`src/rtl/iq_avg_snapshot_sequencer.sv`:
```
// Control sequencer for one IQ-average snapshot: arm, wait for frame sync,
// accumulate 2^avg_log2 frames, then stream one averaged frame to the snapshot BRAM.
module iq_avg_snapshot_sequencer #(
    parameter int unsigned N_CHAN_BITS  = 8,
    parameter int unsigned AVG_LOG2_MAX = 10
) (
    input  logic                   user_clk,
    input  logic                   user_rst,
    input  logic [31:0]            ctrl_word,
    input  logic                   sync_in,
    output logic                   acc_en,
    output logic                   acc_first,
    output logic [3:0]             avg_shift,
    output logic                   ss_we,
    output logic [N_CHAN_BITS-1:0] ss_addr,
    output logic                   busy,
    output logic                   done,
    output logic [31:0]            status
);

    localparam int unsigned FRAME_W = 12;
    localparam int unsigned AVG_W   = 4;
    localparam logic [N_CHAN_BITS-1:0] ADDR_LAST = '1;
    localparam logic [AVG_W-1:0]       AVG_MAX   = AVG_W'(AVG_LOG2_MAX);

    typedef enum logic [2:0] {
        S_IDLE      = 3'd0,
        S_WAIT_SYNC = 3'd1,
        S_ACCUM     = 3'd2,
        S_DUMP      = 3'd3,
        S_DONE      = 3'd4
    } state_e;

    state_e                 state_q, state_d;
    logic                   arm_q;
    logic [AVG_W-1:0]       avg_q, avg_d;
    logic [FRAME_W-1:0]     frame_cnt_q, frame_cnt_d;
    logic                   sync_err_q, sync_err_d;
    logic                   acc_en_q, acc_en_d;
    logic                   acc_first_q, acc_first_d;
    logic                   ss_we_q, ss_we_d;
    logic [N_CHAN_BITS-1:0] ss_addr_q, ss_addr_d;
    logic                   busy_q, busy_d;
    logic                   done_q, done_d;

    logic                   arm_edge;
    logic                   abort;
    logic [AVG_W-1:0]       req_avg;
    logic [FRAME_W-1:0]     frame_last;
    logic                   unused_ctrl;

    assign arm_edge    = ctrl_word[0] & ~arm_q;
    assign abort       = ctrl_word[1];
    assign req_avg     = ctrl_word[5:2];
    assign frame_last  = FRAME_W'((32'd1 << avg_q) - 32'd1);
    assign unused_ctrl = ^ctrl_word[31:6];

    // State and registered outputs
    always_ff @(posedge user_clk) begin
        if (user_rst) begin
            state_q     <= S_IDLE;
            arm_q       <= 1'b0;
            avg_q       <= '0;
            frame_cnt_q <= '0;
            sync_err_q  <= 1'b0;
            acc_en_q    <= 1'b0;
            acc_first_q <= 1'b0;
            ss_we_q     <= 1'b0;
            ss_addr_q   <= '0;
            busy_q      <= 1'b0;
            done_q      <= 1'b0;
        end else begin
            state_q     <= state_d;
            arm_q       <= ctrl_word[0];
            avg_q       <= avg_d;
            frame_cnt_q <= frame_cnt_d;
            sync_err_q  <= sync_err_d;
            acc_en_q    <= acc_en_d;
            acc_first_q <= acc_first_d;
            ss_we_q     <= ss_we_d;
            ss_addr_q   <= ss_addr_d;
            busy_q      <= busy_d;
            done_q      <= done_d;
        end
    end

    // Next-state logic; output flops are decoded from the next state
    always_comb begin
        state_d     = state_q;
        avg_d       = avg_q;
        frame_cnt_d = frame_cnt_q;
        sync_err_d  = sync_err_q;
        acc_first_d = acc_first_q;
        ss_addr_d   = ss_addr_q;

        if (abort) begin
            state_d     = S_IDLE;
            acc_first_d = 1'b0;
        end else begin
            case (state_q)
                S_IDLE, S_DONE: begin
                    if (arm_edge) begin
                        avg_d       = (req_avg > AVG_MAX) ? AVG_MAX : req_avg;
                        frame_cnt_d = '0;
                        sync_err_d  = 1'b0;
                        state_d     = S_WAIT_SYNC;
                    end
                end
                S_WAIT_SYNC: begin
                    if (sync_in) begin
                        state_d     = S_ACCUM;
                        ss_addr_d   = '0;
                        acc_first_d = 1'b1;
                    end
                end
                S_ACCUM: begin
                    // Final frame boundary leaves frame_cnt at 2^avg_log2 - 1
                    if (sync_in) begin
                        if (frame_cnt_q == frame_last) begin
                            state_d     = S_DUMP;
                            ss_addr_d   = '0;
                            acc_first_d = 1'b0;
                        end else begin
                            frame_cnt_d = frame_cnt_q + 1'b1;
                            acc_first_d = 1'b0;
                        end
                    end
                end
                S_DUMP: begin
                    if (sync_in) begin
                        sync_err_d = 1'b1;
                    end
                    ss_addr_d = ss_addr_q + 1'b1;
                    if (ss_addr_q == ADDR_LAST) begin
                        state_d = S_DONE;
                    end
                end
                default: begin
                    state_d = S_IDLE;
                end
            endcase
        end

        acc_en_d = (state_d == S_ACCUM);
        ss_we_d  = (state_d == S_DUMP);
        busy_d   = (state_d == S_WAIT_SYNC) || (state_d == S_ACCUM) || (state_d == S_DUMP);
        done_d   = (state_d == S_DONE);
        if (state_d != S_ACCUM) begin
            acc_first_d = 1'b0;
        end
    end

    assign acc_en    = acc_en_q;
    assign acc_first = acc_first_q;
    assign avg_shift = avg_q;
    assign ss_we     = ss_we_q;
    assign ss_addr   = ss_addr_q;
    assign busy      = busy_q;
    assign done      = done_q;
    assign status    = {16'h0000, frame_cnt_q, sync_err_q, state_q};

endmodule

```
`config.mk`:
```
export PLATFORM = sky130hd
export DESIGN_NAME = iq_avg_snapshot_sequencer
export DESIGN_NICKNAME = d
export VERILOG_FILES = /design/src/rtl/iq_avg_snapshot_sequencer.sv
export SDC_FILE = /design/constraint.sdc
export NUM_CORES = 1
export LEC_CHECK = 0
export BUFFER_PORTS_ARGS = -buffer_cell sky130_fd_sc_hd__buf_2
export CORE_AREA = 4 4 77 79
export DETAILED_ROUTE_END_ITERATION = 6
export DIE_AREA = 0 0 81 83
export MAX_ROUTING_LAYER = met4
export PLACE_DENSITY = 0.79
export SYNTH_ARGS = -nofsm -noshare
export SYNTH_HDL_FRONTEND = slang
export SYNTH_SLANG_ARGS = --single-unit
```
`constraint.sdc`:
```
create_clock -name user_clk -period 3.97 [get_ports user_clk]
set_input_delay 0.1985 -clock user_clk [delete_from_list [all_inputs] [get_ports user_clk]]
set_output_delay 0.1985 -clock user_clk [all_outputs]
set_load 0.02 [all_outputs]
```
==> results summary <==
The final-report max-slew violation count came out at 0. The setup skew after layout is 0.00498 ns. The time the final worst path needs with I/O delays and setup came out at 3.66 ns. The fraction of final layout cells sized beyond drive strength 1 is 19.5%. For this design the top-level I/O count stands at 84. Timing would allow up to ~270 MHz. Setup violations remaining at the end of the flow were counted as 0.

The post-route antenna net violation count is 0. The count of buffers inserted at the top-level ports is around 40. The initial utilization of the core area, before any placement, comes to 42.8%. The average size of a mapped cell came out at 7.67 um2. In this run the worst hold path is classified as in2reg.

The number of global-route vias before repair is a little under 2000. The x dimension of the die is 81 um. The multi-input combinational cells in the finished layout cover a total of 1430 um2.

Counting the buffers created by CTS gives 5. The post-placement worst setup slack came out at about 0.32 ns. The global-route wire length before repair is 8.94 mm. The number of warnings reported in the yosys synthesis log came out at 0. Measured on the finished design, the core utilization comes to about half. The wire length per cell after detailed routing came out at between 10 and 15 um. For this run, the total global-route usage over all layers was measured as about 17%. Setup repair after global routing left no endpoint under its margin. Summed over all layers, the global routing overflow is 0. Entering global routing, the biggest net connects 23 pins.

The kind of launch point of the worst setup path is a flip-flop. The count of standard-cell rows is 27. The maximum buffer depth of the clock tree came out at 2. The count of cell types in the netlist is 59. The mapped netlist covers 2290 um2. The repair_antennas step left the layout with diodes totalling 0. The worst ir drop on vdd is 0.000176 V. The actual slew at the worst max-slew pin came out at between 0.9 and 1 ns. The area taken by flip-flops and latches is approximately 680 um2.

The fill cell instance count of the final layout is 561. The final instance count without filler cells is 405. Dividing total power by cell area gives a power density of 305 nW/um2. For this block, the routed nets add up to 5.36 mm of wire. The count of instances resized after the clock tree is built came out at 0. The post-route fraction of the period consumed by the critical path came out at 92.1%. The critical-path maximum fanout came out at 19.

In the synthesized netlist the dominant register cell turns out to be dfxtp_1. At the worst endpoint, the arrival time is 3.85 ns. STA classifies the critical path endpoint as a flip-flop.

Relative to the synthesized area, the layout overhead comes to 13.3%. The placeable core region came out at 5340 um2. Measured against its own limit, the worst slew margin works out to roughly 37%. Summing internal, switching and leakage power gives approximately 0.8 mW.

After clock tree synthesis, the setup repair step added 0 buffers. The number of nets in the finished design is about 370. The critical path in this run is classified as reg2reg. The final number of hold-violating endpoints is 0. The sink count of the clock tree came out at 34. The post-route setup TNS came out at 0 ns.

After legalization and detailed placement, the total HPWL measured 4.06 mm. The flop and latch count out of synthesis came out at 34. The post-placement cell count is 398. The flow ran to the end, and the final reports show no timing, DRC or antenna violations. The leakage power figure is 1.07 nW.

The required arrival time at the worst endpoint is around 4.2 ns. The post-detailed-route via-to-cell ratio is 5.58. The final worst-path setup slack is 0.313 ns. The overall die height came out at 83 um. Clock-pin slew was measured on the worst setup and hold paths at roughly 0.070 ns. The starting DRC count in detailed routing came out at 142. The initial antenna violation count came out at 0. Sequential elements use 29.8% of the synthesized area. After detailed routing, the number of remaining DRC violations is 0.

The clock tree synthesis step divided the H-tree into 2 levels. The number of buffers added to fix hold violations after cts is 0. The clock insertion delay at the later pin of the skew report came out at 0.29 ns. The routability congestion estimate from global placement came out at between 0.8 and 0.9. The fraction of synthesis flops using an asynchronous set or reset pin came out at 0%. The number of max-capacitance violations reported came out at 0. The clock root buffer is clkbuf_8. Synthesis produced a netlist whose cell count is roughly 300. TritonCTS built the clock tree. The die covers 6720 um2. The number of detailed-routing iterations run before antenna repair came out at 4. The number of synthesized flops with an enable pin came out at 0. The via total after detailed routing is 2261.
final timing paths:
check | end | depth (start not counted) | start | slack (ns)
worst min register to register | sync_err_q | 2 | sync_err_q | 0.49
worst max-delay path | ss_addr[5] | 10 | avg_shift[1] | 0.31
worst max register to register | ss_addr[5] | 10 | avg_shift[1] | 0.31
worst min-delay path | arm_q | 2 | ctrl_word[0] | 0.14
critical path, cell delays in order, from the launching register on:
cell and delay (ns):
dfxtp_1 0.31, buf_4 0.19, or4_1 0.51, ha_1 0.33, xnor2_1 0.12, or3_1 0.35, or4b_1 0.51, a2111o_1 0.44
nor4_1 0.47, nor3_1 0.09, a31o_1 0.22
layout make-up:
class,count,share of cell area [%]
Clock buffer,6,3.19
Clock inverter,1,1.16
Inverter,6,0.870
Multi-Input combinational cell,238,55.1
Sequential cell,34,26.3
Tap cell,72,3.48
Timing Repair Buffer,48,9.95
Yosys cell counts, types with 2 or more instances:
cell type,n,area share [%]
nor4bb_1,2,0.88
ha_1,3,1.6
a22o_1,2,0.77
o32ai_1,2,0.77
a211oi_1,4,1.3
buf_4,17,5.6
o31ai_1,2,0.66
o21bai_1,3,0.99
or3b_2,2,0.77
or4_1,10,3.3
buf_6,2,0.99
clkbuf_1,13,2.1
nand2b_1,6,1.6
a21oi_1,24,5.3
a21o_1,5,1.6
buf_2,2,0.44
and3_1,4,1.1
dfxtp_1,34,30
nand2_1,25,4.1
a2111oi_0,2,0.77
nor2b_1,8,2.2
o21ai_2,2,0.77
a21boi_0,2,0.66
nor4_1,4,1.1
a31oi_1,2,0.55
o21ai_0,6,1.3
or2_2,4,1.1
or3_1,10,2.7
inv_1,6,0.99
nor4b_1,2,0.77
xnor2_1,5,1.9
nor3_1,11,2.4
nand3_1,14,3.1
mux2i_1,2,0.88
nor2_1,23,3.8
o211ai_1,4,1.3
o21ai_1,5,1.1
and2_1,2,0.55
nor3b_1,2,0.66
layout by cell type, fill, tap and decap left out, types with 4 or more instances in the layout:
cell type and count:
nor2_1 23, a21oi_1 24, inv_1 6, o21ai_0 6, a211oi_1 4, o211ai_1 4
xnor2_1 5, nor4_1 4, a21o_1 5, nor3_1 11, dfxtp_1 34, nor2b_1 8
and3_1 4, or2_2 4, or3_1 10, buf_2 41, or4_1 10, nand3_1 14
buf_4 7, clkbuf_8 6, nand2_1 25, nand2b_1 6, conb_1 16, o21ai_1 5
per-layer routing:
layer | routed length [um] | global-route usage, % | share of wire (%)
met5 | 0 | - | 0
met1 | 2280 | 21.0 | 43
met3 | 306 | 3.36 | 5.7
met4 | 80 | 5.38 | 1.5
met2 | 2690 | 26.7 | 50
registers in the layout, indices dropped and copies added, names as in the netlist:
signal / flops
avg_shift: 4
frame_cnt_q: 12
done: 1
ss_we: 1
state_q: 3
ss_addr: 8
busy: 1
arm_q: 1
acc_first: 1
sync_err_q: 1
acc_en: 1
report_power, final:
group | switching [mW] | internal [mW]
sequential | 0.00350 | 0.344
clock | 0.127 | 0.201
combinational | 0.0738 | 0.0400
total | 0.204 | 0.585
through the flow:
| stage | instance area, um2 | hold slack (ns) |
|---|---|---|
| 6_report | 2590 | 0.139 |
| 5_1_grt | 2590 | 0.166 |
| 4_1_cts | 2590 | 0.135 |
| 3_5_place_dp | 2480 | 0.433 |
| 3_3_place_gp | 2480 | 0.429 |
| 2_1_floorplan | 2340 | 0.327 |
logic make-up (layout without fill, tap and decap cells):
group	after synthesis	count (layout)	synth area share (%)
AOI/OAI and AO/OA	75	75	21.9
muxes	3	3	1.37
adders and majority gates	3	3	1.64
xor gates and xnor gates	6	6	2.30
and+or+nand+nor	135	135	32.6
other	1	16	0.164
DFF	34	34	29.8
buffers and inverters	41	61	10.3
(Power assumes the default switching activity.)
